### src/rtl/multicycle_controller.sv
// Main sequencing FSM of the multi-cycle RISC-V core.
// Walks fetch/decode/execute/memory/writeback and resolves branches.
module multicycle_controller (
  input  logic       clk,
  input  logic       rst,
  input  logic [6:0] opcode,
  input  logic [2:0] func_3_bits,
  input  logic       alu_zero,
  input  logic       alu_lsb,
  input  logic       mem_ready,
  output logic       mem_valid,
  output logic       mem_write,
  output logic       addr_sel,
  output logic       ir_write,
  output logic       pc_write,
  output logic       reg_write,
  output logic [1:0] wb_sel,
  output logic [1:0] alu_src_a,
  output logic [1:0] alu_src_b,
  output logic [3:0] alu_option,
  output logic       illegal,
  output logic [2:0] state
);

  typedef enum logic [2:0] {
    S_FETCH     = 3'd0,
    S_DECODE    = 3'd1,
    S_EXECUTE   = 3'd2,
    S_MEMORY    = 3'd3,
    S_WRITEBACK = 3'd4,
    S_BRANCH    = 3'd5,
    S_TRAP      = 3'd6
  } state_e;

  localparam logic [6:0] OPC_LOAD   = 7'b0000011;
  localparam logic [6:0] OPC_OPIMM  = 7'b0010011;
  localparam logic [6:0] OPC_AUIPC  = 7'b0010111;
  localparam logic [6:0] OPC_STORE  = 7'b0100011;
  localparam logic [6:0] OPC_OP     = 7'b0110011;
  localparam logic [6:0] OPC_LUI    = 7'b0110111;
  localparam logic [6:0] OPC_BRANCH = 7'b1100011;
  localparam logic [6:0] OPC_JALR   = 7'b1100111;
  localparam logic [6:0] OPC_JAL    = 7'b1101111;

  localparam logic [1:0] A_RS1  = 2'b00;
  localparam logic [1:0] A_PC   = 2'b01;
  localparam logic [1:0] A_OPC  = 2'b10;
  localparam logic [1:0] A_ZERO = 2'b11;
  localparam logic [1:0] B_RS2  = 2'b00;
  localparam logic [1:0] B_IMM  = 2'b01;
  localparam logic [1:0] B_FOUR = 2'b10;

  localparam logic [1:0] WB_ALU = 2'b00;
  localparam logic [1:0] WB_MEM = 2'b01;
  localparam logic [1:0] WB_PC  = 2'b10;

  localparam logic [3:0] CODE_ADD = 4'b0011;

  state_e state_q, state_d;
  logic   taken_q, taken_d;
  logic   illegal_q, illegal_d;

  logic       legal;
  logic [3:0] cls_code;
  logic       is_load, is_store;
  logic       br_taken;

  logic       mem_valid_c, mem_write_c, addr_sel_c;
  logic       ir_write_c, pc_write_c, reg_write_c;
  logic [1:0] wb_sel_c, src_a_c, src_b_c;
  logic [3:0] alu_option_c;

  assign is_load  = (opcode == OPC_LOAD);
  assign is_store = (opcode == OPC_STORE);

  always_comb begin
    legal    = 1'b1;
    cls_code = 4'b0000;
    case (opcode)
      OPC_LOAD:   cls_code = 4'b0000;
      OPC_OPIMM:  cls_code = 4'b0010;
      OPC_AUIPC:  cls_code = 4'b0011;
      OPC_STORE:  cls_code = 4'b0100;
      OPC_OP:     cls_code = 4'b0110;
      OPC_LUI:    cls_code = 4'b0111;
      OPC_BRANCH: cls_code = 4'b1100;
      OPC_JAL,
      OPC_JALR:   cls_code = 4'b1101;
      default:    legal    = 1'b0;
    endcase
  end

  // BEQ/BNE use the zero flag; all compare-style branches use the SLT(U) lsb
  always_comb begin
    case (func_3_bits)
      3'b000:  br_taken = alu_zero;
      3'b001:  br_taken = ~alu_zero;
      default: br_taken = alu_lsb;
    endcase
  end

  always_comb begin
    state_d      = state_q;
    taken_d      = taken_q;
    illegal_d    = illegal_q;
    mem_valid_c  = 1'b0;
    mem_write_c  = 1'b0;
    addr_sel_c   = 1'b0;
    ir_write_c   = 1'b0;
    pc_write_c   = 1'b0;
    reg_write_c  = 1'b0;
    wb_sel_c     = WB_ALU;
    src_a_c      = A_RS1;
    src_b_c      = B_RS2;
    alu_option_c = 4'b0000;
    case (state_q)
      S_FETCH: begin
        mem_valid_c = 1'b1;
        if (mem_ready) begin
          ir_write_c = 1'b1;
          state_d    = S_DECODE;
        end
      end
      S_DECODE: begin
        src_a_c    = A_PC;
        src_b_c    = B_FOUR;
        pc_write_c = 1'b1;
        if (legal) begin
          state_d = S_EXECUTE;
        end else begin
          state_d   = S_TRAP;
          illegal_d = 1'b1;
        end
      end
      S_EXECUTE: begin
        alu_option_c = cls_code;
        state_d      = S_WRITEBACK;
        case (opcode)
          OPC_OP: begin
            src_a_c = A_RS1;
            src_b_c = B_RS2;
          end
          OPC_OPIMM: begin
            src_a_c = A_RS1;
            src_b_c = B_IMM;
          end
          OPC_LOAD,
          OPC_STORE: begin
            src_a_c = A_RS1;
            src_b_c = B_IMM;
            state_d = S_MEMORY;
          end
          OPC_LUI: begin
            src_a_c = A_ZERO;
            src_b_c = B_IMM;
          end
          OPC_AUIPC: begin
            src_a_c = A_OPC;
            src_b_c = B_IMM;
          end
          OPC_BRANCH: begin
            src_a_c = A_RS1;
            src_b_c = B_RS2;
            taken_d = br_taken;
            state_d = S_BRANCH;
          end
          // PC already holds old_pc+4 here, so rd gets the link address
          OPC_JAL,
          OPC_JALR: begin
            src_a_c     = (opcode == OPC_JAL) ? A_OPC : A_RS1;
            src_b_c     = B_IMM;
            pc_write_c  = 1'b1;
            reg_write_c = 1'b1;
            wb_sel_c    = WB_PC;
            state_d     = S_FETCH;
          end
          default: begin
            state_d   = S_TRAP;
            illegal_d = 1'b1;
          end
        endcase
      end
      S_MEMORY: begin
        mem_valid_c = 1'b1;
        addr_sel_c  = 1'b1;
        mem_write_c = is_store;
        if (mem_ready) begin
          state_d = is_store ? S_FETCH : S_WRITEBACK;
        end
      end
      S_WRITEBACK: begin
        reg_write_c = 1'b1;
        wb_sel_c    = is_load ? WB_MEM : WB_ALU;
        state_d     = S_FETCH;
      end
      S_BRANCH: begin
        src_a_c      = A_OPC;
        src_b_c      = B_IMM;
        alu_option_c = CODE_ADD;
        pc_write_c   = taken_q;
        state_d      = S_FETCH;
      end
      S_TRAP: begin
        state_d = S_TRAP;
      end
      default: begin
        state_d = S_FETCH;
      end
    endcase
  end

  always_ff @(posedge clk) begin
    if (rst) begin
      state_q   <= S_FETCH;
      taken_q   <= 1'b0;
      illegal_q <= 1'b0;
    end else begin
      state_q   <= state_d;
      taken_q   <= taken_d;
      illegal_q <= illegal_d;
    end
  end

  // reset masks every output so an in-flight request is dropped at once
  assign mem_valid  = ~rst & mem_valid_c;
  assign mem_write  = ~rst & mem_write_c;
  assign addr_sel   = ~rst & addr_sel_c;
  assign ir_write   = ~rst & ir_write_c;
  assign pc_write   = ~rst & pc_write_c;
  assign reg_write  = ~rst & reg_write_c;
  assign wb_sel     = rst ? 2'b00 : wb_sel_c;
  assign alu_src_a  = rst ? 2'b00 : src_a_c;
  assign alu_src_b  = rst ? 2'b00 : src_b_c;
  assign alu_option = rst ? 4'b0000 : alu_option_c;
  assign illegal    = ~rst & illegal_q;
  assign state      = rst ? 3'd0 : state_q;

endmodule

### config.mk
export PLATFORM = sky130hd
export DESIGN_NAME = multicycle_controller
export DESIGN_NICKNAME = d
export VERILOG_FILES = /design/src/rtl/multicycle_controller.sv
export SDC_FILE = /design/constraint.sdc
export NUM_CORES = 1
export LEC_CHECK = 0
export BUFFER_PORTS_ARGS = -buffer_cell sky130_fd_sc_hd__buf_2
export CAP_MARGIN = 5
export CORE_UTILIZATION = 40
export DETAILED_ROUTE_END_ITERATION = 7
export PLACE_DENSITY = 0.75
export SETUP_SLACK_MARGIN = 0.2
export SYNTH_ARGS = -nofsm -noshare
export SYNTH_HDL_FRONTEND = slang
export SYNTH_SLANG_ARGS = --single-unit
### constraint.sdc
create_clock -name clk -period 1.47 [get_ports clk]
set_clock_uncertainty 0.2 [all_clocks]
set_input_delay 0.0735 -clock clk [delete_from_list [all_inputs] [get_ports clk]]
set_output_delay 0.0735 -clock clk [all_outputs]
set_load 0.01 [all_outputs]
==> results of run 1 <==
report_power, final:
group | internal, uW | switching [uW] | total [uW]
clock | 103 | 64.6 | 168
combinational | 243 | 243 | 485
sequential | 158 | 32.9 | 191
total | 504 | 340 | 844
through the flow:
step	instances	cell area [sq um]	TNS [ns]	power, uW
after floorplan	101	787.0	0	406.8
after global placement	159	1041	-0.04094	525.9
after detailed placement	159	1041	-0.08387	536.3
after CTS	170	1245	-1.431	804.5
after global routing	172	1269	-2.714	885.8
final	172	1269	-1.697	844.3
worst max-delay path: stages, from the launching register on:
cell	delay, ns
sky130_fd_sc_hd__dfxtp_4	0.38
sky130_fd_sc_hd__nor3b_4	0.21
sky130_fd_sc_hd__and2_4	0.18
sky130_fd_sc_hd__nand3_2	0.07
sky130_fd_sc_hd__a21oi_2	0.11
sky130_fd_sc_hd__buf_2	0.14
worst min path at each step:
stage                            end            from
after floorplan             ir_write       mem_ready
after global placement    state_q[1]       mem_ready
after detailed placement  state_q[1]       mem_ready
after CTS                    taken_q  func_3_bits[2]
after global routing         taken_q  func_3_bits[2]
final                        taken_q  func_3_bits[2]
cells by family (layout without fill, tap and decap cells):
| group | Yosys count | after routing | synth area share |
|---|---|---|---|
| simple gates | 55 | 55 | 0.4704 |
| compound gates | 29 | 29 | 0.2870 |
| flops | 5 | 5 | 0.1482 |
| buf+inv | 10 | 65 | 0.06668 |
| xor+xnor | 1 | 1 | 0.01297 |
| mux | 1 | 1 | 0.01482 |
state kept, by name, indices dropped and copies added (netlist names):
register / count
taken_q: 1
illegal_q: 1
state_q: 3
routing by layer:
metal / wire, um / GRT usage
met3: 223 / 0.07234
met1: 1102 / 0.3830
met4: 133 / 0.1212
met5: 0 / 0
met2: 1431 / 0.5642
layout make-up:
cell class / instances / share of cell area
Multi-Input combinational cell: 86 / 0.5611
Timing Repair Buffer: 59 / 0.3067
Sequential cell: 5 / 0.08777
Clock buffer: 4 / 0.02071
Tap cell: 16 / 0.01578
Inverter: 2 / 0.007890
what timing repair did:
action,CTS,global route
hold buffers,1,0
pin swaps,13,7
gates resized for setup,30,2
endpoints found under the setup margin,24,24
buffers inserted,6,2
hold endpoints to repair,2,0
cell usage in the layout (no fill, tap or decap), types with 2 or more instances in the layout:
| cell type | Yosys | layout |
|---|---|---|
| sky130_fd_sc_hd__nand2_1 | 11 | 9 |
| sky130_fd_sc_hd__clkbuf_4 | 0 | 3 |
| sky130_fd_sc_hd__o31ai_1 | 3 | 2 |
| sky130_fd_sc_hd__nor2_1 | 9 | 8 |
| sky130_fd_sc_hd__a22oi_1 | 2 | 2 |
| sky130_fd_sc_hd__buf_6 | 1 | 7 |
| sky130_fd_sc_hd__nand2b_1 | 5 | 3 |
| sky130_fd_sc_hd__buf_2 | 0 | 33 |
| sky130_fd_sc_hd__nand3b_1 | 3 | 3 |
| sky130_fd_sc_hd__a21oi_1 | 10 | 6 |
| sky130_fd_sc_hd__nor2b_4 | 0 | 2 |
| sky130_fd_sc_hd__or4_4 | 1 | 2 |
| sky130_fd_sc_hd__nand2_4 | 0 | 2 |
| sky130_fd_sc_hd__dfxtp_1 | 5 | 2 |
| sky130_fd_sc_hd__nor4_2 | 0 | 2 |
| sky130_fd_sc_hd__nor2b_1 | 6 | 4 |
| sky130_fd_sc_hd__nand2b_4 | 0 | 2 |
| sky130_fd_sc_hd__o21ai_0 | 5 | 3 |
| sky130_fd_sc_hd__dfxtp_4 | 0 | 3 |
| sky130_fd_sc_hd__buf_4 | 0 | 18 |
| sky130_fd_sc_hd__a21oi_2 | 0 | 4 |
==> flow_summary.toml, run 1 <==
[run_status]
outcome = "finished with violations"
failed_checks = "negative hold slack, negative setup slack"

[finish]
multiInputGateArea_sq_um = 711.9
num_antenna_cells = 0
relative_area_change_from_synthesis_to_final_layout_pct = 87.78
finalCoreUtilization = 0.8231
nNetsFinal = 172
layout.filler_cells = 103
area.sequential_sq_um = 111.4
fraction_of_final_layout_cells_sized_beyond_drive_strength_1 = 0.6090

[synth]
yosys.area.top_type_share = 0.1481
netlist_top_cells_area = "sky130_fd_sc_hd__dfxtp_1 15%, sky130_fd_sc_hd__a21oi_1 7.4%, sky130_fd_sc_hd__nand2_1 6.1%"
netlist_top_cells_count = "11 x sky130_fd_sc_hd__nand2_1, 10 x sky130_fd_sc_hd__a21oi_1, 9 x sky130_fd_sc_hd__nor2_1"
post_synth.cell_area_avg_sq_um = 6.690
synth-seq-cells = 5
post_synthesis_cells = 101
synthDominantAreaCellType = "sky130_fd_sc_hd__dfxtp_1"
synthesis.yosys.warnings = 0
synth_area_sq_um = 675.6
synth-seq-area-share = 0.1481
synth-main-ff-cell = "sky130_fd_sc_hd__dfxtp_1"
yosysUniqueCellTypes = 38
count_of_flip_flops_with_a_built_in_enable_after_synthesis = 0
cell_with_the_most_instances_after_synthesis = "sky130_fd_sc_hd__nand2_1"
postSynth.asyncResetShare = 0
synthesis.nets = 116

[global_route]
globalRoute.totalOverflow = 0
grt_antenna_before_repair = 0
grt_first_pass_wirelength_um = 4540
grtUsageTotal = 0.3250
grt_pass1_vias = 991
maximum_number_of_pins_on_one_net_before_global_route_repair = 20

[sta]
fmax_mhz = 613.6
fin_crit_ns = 1.630
worst_pin_slew_ns = 0.3283
timing.final.setup_violations = 17
timing.final.max_slew_violations = 0
timing.final.crit_share = 1.109
headroom_to_the_max_slew_limit = 0.7807
setup_slack_ns = -0.1597
holdWs_ns = -0.004515
unrepaired_setup_endpoints_after_global_routing = "true"
timing.final.hold_violations = 1

[clock_tree]
cts-htree-levels = 1
cts_tree = "yes"
cts.path.max_buffers = 2
clk_latency_ns = 0.25
cts_sinks = 5
cts_inserted_buffers = 3
cts.reportedPaths.clkPinSlew_ns = 0.05
cts_root_buffer = "sky130_fd_sc_hd__clkbuf_4"

[setup_path]
path_max_fanout = 6
regToRegStartpoint = "state_q[0]"
cp_data_arrival_time_ns = 1.36
path_class = "flip-flop to output port"
reg2reg_depth = 5
worst_setup_path_end_kind = "output port"
crit_path_start_kind = "flip-flop"
rrSetupSlack_ns = -0.10
critPathRequiredTime_ns = 1.20
worst_setup_path_endpoint = "alu_option[1]"
critical_path_origin = "state_q[1]"
reg2reg_to = "state_q[0]"

[route]
detail_route.vias_per_cell = 6.128
route.final.wire_length_um = 2891
drt_first_pass_iters = 4
detail_route.wl_per_cell_um = 16.81
first_iter_violations = 26
detail-route-antenna-nets = 0
drc = 0
num_vias = 1054

[hold_path]
hold_path.class = "primary input to flip-flop"
hold_path_depth = 4

[placed_design]
buffer_ports.inserted = 34
final_gp_congestion = 0.8440
dpl.hpwl_um = 1709
post-place-ws_ns = -0.04702

[floorplanning]
ios = 35
core-area_sq_mm = 0.001541
die-width_um = 43.10
initial_utilization = 0.4383
rows = 14
floorplan.die.height_um = 43.10
die_area_sq_mm = 0.001858

[flow_run]
cap_violations = 0

[pwr]
pwr_density_cell_mw_per_mm2 = 665.5
peakVddDrop_uv = 613.1
static-leakage-power_uw = 0.0005806
(Power assumes the default switching activity.)
==> run 2: changes to the inputs <==
Clock period 1.47 ns to 1.3 ns, I/O delays scaled along.
==> run 2 against run 1 <==
Net effect:
- the flow now stops in 5_1_grt
- synthesized area unchanged
- synthesized cell count unchanged
==> flow_summary.toml, run 2 <==
[synth]
synthSimpleGateAreaFrac = 0.4704
post_synthesis_cells = 101
post_synth.cell_area_avg_sq_um = 6.690
synthAdderAreaFrac = 0
postSynth.asyncResetShare = 0
yosysUniqueCellTypes = 38
netlist_top_cells_count = "11 x sky130_fd_sc_hd__nand2_1, 10 x sky130_fd_sc_hd__a21oi_1, 9 x sky130_fd_sc_hd__nor2_1"
combinational_family_with_the_most_area_after_synthesis = "simple AND/OR/NAND/NOR gates"
synthesis.yosys.warnings = 0
synth-seq-area-share = 0.1481
synth_compound_area_frac = 0.2870
synth-main-ff-cell = "sky130_fd_sc_hd__dfxtp_1"
yosys.area.top_type_share = 0.1481
yosys.area_share.xor_xnor = 0.01296
netlist_top_cells_area = "sky130_fd_sc_hd__dfxtp_1 15%, sky130_fd_sc_hd__a21oi_1 7.4%, sky130_fd_sc_hd__nand2_1 6.1%"
count_of_flip_flops_with_a_built_in_enable_after_synthesis = 0
synth-seq-cells = 5
synthDominantAreaCellType = "sky130_fd_sc_hd__dfxtp_1"
synth_mux_area_frac = 0.01481
synth_area_sq_um = 675.6
synthesis.nets = 116
cell_with_the_most_instances_after_synthesis = "sky130_fd_sc_hd__nand2_1"

[run_status]
first-error = "[ERROR DPL-0038] Utilization greater than 100%, impossible to legalize"
outcome = "did not finish"
outcome.stop_stage = "5_1_grt"

[clock_tree]
cts_root_buffer = "sky130_fd_sc_hd__clkbuf_4"
cts_inserted_buffers = 3
cts-htree-levels = 1
cts.path.max_buffers = 2
cts_sinks = 5

[placed_design]
buffer_ports.inserted = 34
dpl_cell_area_sq_mm = 0.001231
dpl.hpwl_um = 1853
final_gp_congestion = 0.8539

[floorplanning]
die-width_um = 43.10
initial_utilization = 0.4383
ios = 35
floorplan.die.height_um = 43.10
rows = 14

[sta]
worstEndpointGrtRepair = "alu_option[1]"
worst-ep-kind = "primary output"

[global_route]
maximum_number_of_pins_on_one_net_before_global_route_repair = 16
[run 2: kinds of logic after synthesis]
logic type / Yosys count
AND/OR/NAND/NOR: 55
AO/OA/AOI/OAI: 29
buffers and inverters: 10
flip-flops: 5
XOR/XNOR: 1
multiplexers: 1
[run 2: timing repair]
item / CTS
pin swaps: 13
resized for setup: 30
buffers inserted: 10
setup endpoints to repair: 25
endpoints found under the hold margin: 3
hold buffers: 1
[run 2: per-stage QoR]
| step | setup WS, ns | setup TNS (ns) | instances | hold slack, ns |
|---|---|---|---|---|
| after floorplan | -0.1613 | -0.8800 | 101 | 0.03644 |
| after global placement | -0.1975 | -1.431 | 177 | 0.1739 |
| after detailed placement | -0.2353 | -1.962 | 177 | 0.1842 |
| after CTS | -0.3176 | -4.436 | 192 | -0.01730 |
==> run 3: changes to the inputs <==
Settings changed: CORE_AREA set to 2 2 63 65, CORE_UTILIZATION 40 to not set, DIE_AREA set to 0 0 65 67, PLACE_DENSITY 0.75 to not set, PLACE_DENSITY_LB_ADDON set to 0.15, SETUP_SLACK_MARGIN 0.2 to not set.
Clock period 1.3 ns to 1.7 ns, I/O delays scaled along.
==> run 3 against run 2 <==
Net effect:
- the run now ends clean
==> flow_summary.toml, run 3 (same netlist as run 1, synthesis figures left out) <==
[run_status]
outcome = "complete, no violations"

[route]
num_vias = 904
first_iter_violations = 24
detail_route.wl_per_cell_um = 12.54
detail-route-antenna-nets = 0
detail_route.vias_per_cell = 4.636
drt_first_pass_iters = 4
drc = 0
route.final.wire_length_um = 2446

[clock_tree]
cts.reportedPaths.clkPinSlew_ns = 0.04
cts-htree-levels = 1
cts_root_buffer = "sky130_fd_sc_hd__clkbuf_8"
clk_latency_ns = 0.22
cts_inserted_buffers = 3
cts_sinks = 5
cts_tree = "yes"
cts.path.max_buffers = 2

[setup_path]
reg2reg_depth = 5
regToRegStartpoint = "state_q[0]"
critical_path_origin = "state_q[1]"
worst_setup_path_end_kind = "output port"
path_max_fanout = 6
path_class = "flip-flop to output port"
crit_path_start_kind = "flip-flop"
cp_data_arrival_time_ns = 1.35
critPathRequiredTime_ns = 1.41

[floorplanning]
die_area_sq_mm = 0.004355
ios = 35
core-area_sq_mm = 0.003606
rows = 22
floorplan.die.height_um = 67
die-width_um = 65
initial_utilization = 0.1874

[sta]
timing.final.setup_violations = 0
timing.final.crit_share = 0.9615
headroom_to_the_max_slew_limit = 0.8285
fmax_mhz = 611.8
fin_crit_ns = 1.635
timing.final.hold_violations = 0
worst_pin_slew_ns = 0.2546
timing.final.max_slew_violations = 0
unrepaired_setup_endpoints_after_global_routing = "true"
timing.setup.tns_ns = 0

[finish]
layout.cells.most_common = "sky130_fd_sc_hd__buf_2"
fraction_of_final_layout_cells_sized_beyond_drive_strength_1 = 0.4490
final_cell_mix = "34 x sky130_fd_sc_hd__buf_2, 13 x sky130_fd_sc_hd__buf_4, 10 x sky130_fd_sc_hd__nand2_1, 10 x sky130_fd_sc_hd__a21oi_1, 8 x sky130_fd_sc_hd__nor2_1"
top_register = "state_q"
num_antenna_cells = 0
largest_register_ff_count = 3
finalCoreUtilization = 0.3064
nNetsFinal = 163
relative_area_change_from_synthesis_to_final_layout_pct = 63.52
final_cell_count_no_fill = 195
top_regs = "state_q: 3 flops, illegal_q: 1 flops, taken_q: 1 flops"
layout.filler_cells = 431

[pwr]
peakVddDrop_uv = 241.8
static-leakage-power_uw = 0.0005062
power_uw = 688.2
pwr_density_cell_mw_per_mm2 = 622.9

[global_route]
grtUsageTotal = 0.1196
grt_pass1_vias = 894
globalRoute.totalOverflow = 0
grt_first_pass_wirelength_um = 4077
grt_antenna_before_repair = 0
maximum_number_of_pins_on_one_net_before_global_route_repair = 20

[placed_design]
buffer_ports.inserted = 34
place.detailed.instances = 187
final_gp_congestion = 0.8829
dpl.hpwl_um = 1894

[flow_run]
cap_violations = 0

[hold_path]
hold_path.class = "primary input to flip-flop"
holdCritStartpoint = "func_3_bits[2]"
hold_path_depth = 4
==> run 3: routing by layer <==
metal,vias up,GRT usage,routed length [um]
met5,-,0,0
met4,0,0.02394,0
met3,0,0.04561,174
met2,26,0.1894,1089
met1,413,0.1539,1182
li1,465,-,-
==> run 3: area by class of cell <==
class	count	area, sq um	area share
Tap cell	48	60.06	0.05436
Clock buffer	4	45.04	0.04077
Multi-Input combinational cell	86	589.3	0.5334
Inverter	2	7.507	0.006795
Timing Repair Buffer	50	294.0	0.2661
Sequential cell	5	108.9	0.09853
==> run 3: power breakdown <==
| part | total, uW | internal [uW] | leakage, uW | switching (uW) |
|---|---|---|---|---|
| clock network | 221 | 161 | 0.0000228 | 60.3 |
| logic | 304 | 149 | 0.000441 | 155 |
| registers | 163 | 137 | 0.0000428 | 25.9 |
| total | 688 | 447 | 0.000506 | 241 |
==> run 3: worst paths after layout <==
kind	to	slack [ns]
setup reg to reg	state_q[0]	0.29
setup / recovery	alu_option[1]	0.07
hold reg to reg	taken_q	0.30
hold / removal	taken_q	0.03
==> run 3: through the flow <==
| step | hold WS, ns | area (sq um) | setup WS (ns) |
|---|---|---|---|
| after floorplan | 0.07363 | 675.6 | 0.08927 |
| after global placement | 0.2105 | 958.4 | 0.01209 |
| after detailed placement | 0.2245 | 958.4 | 0.03739 |
| after CTS | 0.03826 | 1040 | -0.02474 |
| after global routing | 0.05596 | 1105 | -0.01050 |
| final | 0.03289 | 1105 | 0.06547 |
==> run 3: what timing repair did <==
item                                   in CTS  in global routing
endpoints found under the hold margin       1                  0
setup endpoints to repair                   8                  6
gates resized for setup                     8                 11
pin swaps                                   0                  4
cloned                                      0                  0
hold buffers                                1                  0
setup buffers                               0                  3
==> run 3: critical path, stage by stage, from the launching register on <==
cell and delay (ns):
sky130_fd_sc_hd__dfxtp_4 0.38, sky130_fd_sc_hd__nor3b_4 0.22, sky130_fd_sc_hd__and2_4 0.17, sky130_fd_sc_hd__nand3_1 0.07, sky130_fd_sc_hd__a21oi_1 0.15, sky130_fd_sc_hd__buf_2 0.14
==> run 4: changes to the inputs <==
Clock period 1.7 ns to 1.5 ns, I/O delays scaled along.
==> run 4 against run 3 <==
Net effect:
- global-route usage up 0.90 points
- worst setup slack worse by 0.16 ns
- combinational power up 56%
- clock power up 14%
- first-iteration DRC count up 46%
- cell count up 9.7%
- final area up 19%
- non-clock buffer count up 19
- highest routed layer is now met4
- worst hold slack better by 0.0031 ns
- the run now ends with negative setup slack left
- critical path depth unchanged
==> flow_summary.toml, run 4 (same netlist as run 1, synthesis figures left out) <==
[run_status]
outcome = "finished with violations"
failed_checks = "negative setup slack"

[floorplanning]
die_area_sq_mm = 0.004355
ios = 35
initial_utilization = 0.1874
die-width_um = 65
rows = 22
core-area_sq_mm = 0.003606
floorplan.die.height_um = 67

[clock_tree]
cts_tree = "yes"
cts.path.max_buffers = 2
cts_inserted_buffers = 3
cts-htree-levels = 1
cts_sinks = 5
clk_latency_ns = 0.22
cts_root_buffer = "sky130_fd_sc_hd__clkbuf_8"
cts.reportedPaths.clkPinSlew_ns = 0.04

[route]
detail-route-antenna-nets = 0
first_iter_violations = 35
detail_route.wl_per_cell_um = 12.57
drt_first_pass_iters = 4
drc = 0
route.final.wire_length_um = 2690
detail_route.vias_per_cell = 4.650
num_vias = 995

[setup_path]
crit_family = "simple AND/OR/NAND/NOR gates"
cp_data_arrival_time_ns = 1.32
worst_setup_path_end_kind = "output port"
timing.critical_path.depth = 5
path_buf_inv = 2
critPathMaxStageDelay_ns = 0.36
slowest_stage = "sky130_fd_sc_hd__dfxtp_4"
rrSetupSlack_ns = 0.01
reg2reg_depth = 5
path_max_fanout = 6
crit_path_cell_trace = "buf_4 > nor4_1 > nand2_1 > nor2_1 > buf_2"
critPathRequiredTime_ns = 1.22
path_class = "flip-flop to output port"
crit_path_start_kind = "flip-flop"

[pwr]
sequential_power_share = 0.194
power.internal_uw = 592.3
total_switching_power_uw = 308.1
static-leakage-power_uw = 0.0006136
power_uw = 900.4
switching_share = 0.3422
peakVddDrop_uv = 253.6
clock_power_share = 0.279
pwr_density_cell_mw_per_mm2 = 685.4
combinational_share_of_power = 0.527

[finish]
num_antenna_cells = 0
area.sequential_sq_um = 108.9
final_cell_count_no_fill = 214
top_register = "state_q"
largest_register_ff_count = 3
final_cell_mix = "34 x sky130_fd_sc_hd__buf_2, 29 x sky130_fd_sc_hd__buf_4, 9 x sky130_fd_sc_hd__nor2_1, 9 x sky130_fd_sc_hd__nand2_1, 9 x sky130_fd_sc_hd__a21oi_1"
relative_area_change_from_synthesis_to_final_layout_pct = 94.44
layout.filler_cells = 423
nNetsFinal = 182
fraction_of_final_layout_cells_sized_beyond_drive_strength_1 = 0.5723
layout.cells.most_common = "sky130_fd_sc_hd__buf_2"
top_regs = "state_q: 3 flops, illegal_q: 1 flops, taken_q: 1 flops"
multiInputGateArea_sq_um = 638.1

[placed_design]
place.detailed.instances = 201
dpl.hpwl_um = 2022
final_gp_congestion = 0.8013
buffer_ports.inserted = 34

[global_route]
maximum_number_of_pins_on_one_net_before_global_route_repair = 20
grt_antenna_before_repair = 0
grtUsageTotal = 0.1286
grt_first_pass_wirelength_um = 4333
globalRoute.totalOverflow = 0
grt_pass1_vias = 960

[sta]
timing.final.max_slew_violations = 0
unrepaired_setup_endpoints_after_global_routing = "true"
worst_pin_slew_ns = 0.2846
headroom_to_the_max_slew_limit = 0.8087
setup_slack_ns = -0.09600
timing.final.crit_share = 1.064
timing.final.setup_violations = 14
fin_crit_ns = 1.596
fmax_mhz = 626.6
timing.final.hold_violations = 0

[hold_path]
hold_path.class = "primary input to flip-flop"
hold_path_depth = 3

[flow_run]
cap_violations = 0
run 4: power by group through the flow:
stage          combinational [uW]  sequential (uW)  clock, uW
2_1_floorplan                 186              162          0
3_3_place_gp                  359              169          0
3_5_place_dp                  359              169          0
4_1_cts                       464              173        257
5_1_grt                       519              177        267
6_report                      475              175        251
run 4: layout make-up:
| class | count | share of cell area |
|---|---|---|
| inverters | 2 | 0.005714 |
| well taps | 48 | 0.04571 |
| multi-input cells | 86 | 0.4857 |
| clock buffers | 4 | 0.03429 |
| flip-flops and latches | 5 | 0.08286 |
| repair buffers | 69 | 0.3457 |
run 4: worst min-delay path: cells and delay by family:
kind	cells	cell delay, ns
buf+inv	1	0.15
simple gates	1	0.14
compound gates	1	0.04
run 4: metrics by stage:
stage	hold WS (ns)	TNS (ns)	utilization	setup slack (ns)	area [sq um]
2_1_floorplan	0.05644	-0.02425	-	-0.01537	684.4
4_1_cts	0.03035	-0.9141	0.3598	-0.1067	1297
5_1_grt	0.04764	-2.049	0.3643	-0.1654	1314
3_5_place_dp	0.2212	-0.1683	0.2970	-0.08215	1071
6_report	0.03603	-0.8656	0.3643	-0.09600	1314
3_3_place_gp	0.2169	-0.1596	0.2970	-0.05038	1071
run 4: layer usage:
layer / share of wire / track usage / vias to the layer above
met5: 0 / 0 / -
met4: 0.0045 / 0.03191 / 0
met1: 0.50 / 0.1774 / 464
li1: - / - / 505
met2: 0.45 / 0.2062 / 24
met3: 0.042 / 0.02196 / 2
run 4: repair_timing:
item,4_1_cts,5_1_grt
buffers inserted,8,0
hold buffers,1,0
setup endpoints to repair,15,18
resized for setup,27,4
pin swaps,8,2
endpoints found under the hold margin,1,0
run 4: final timing paths:
path | startpoint | to
max | state_q[0] | wb_sel[0]
min | opcode[4] | state_q[0]
max reg2reg | state_q[1] | state_q[0]
min reg2reg | taken_q | taken_q
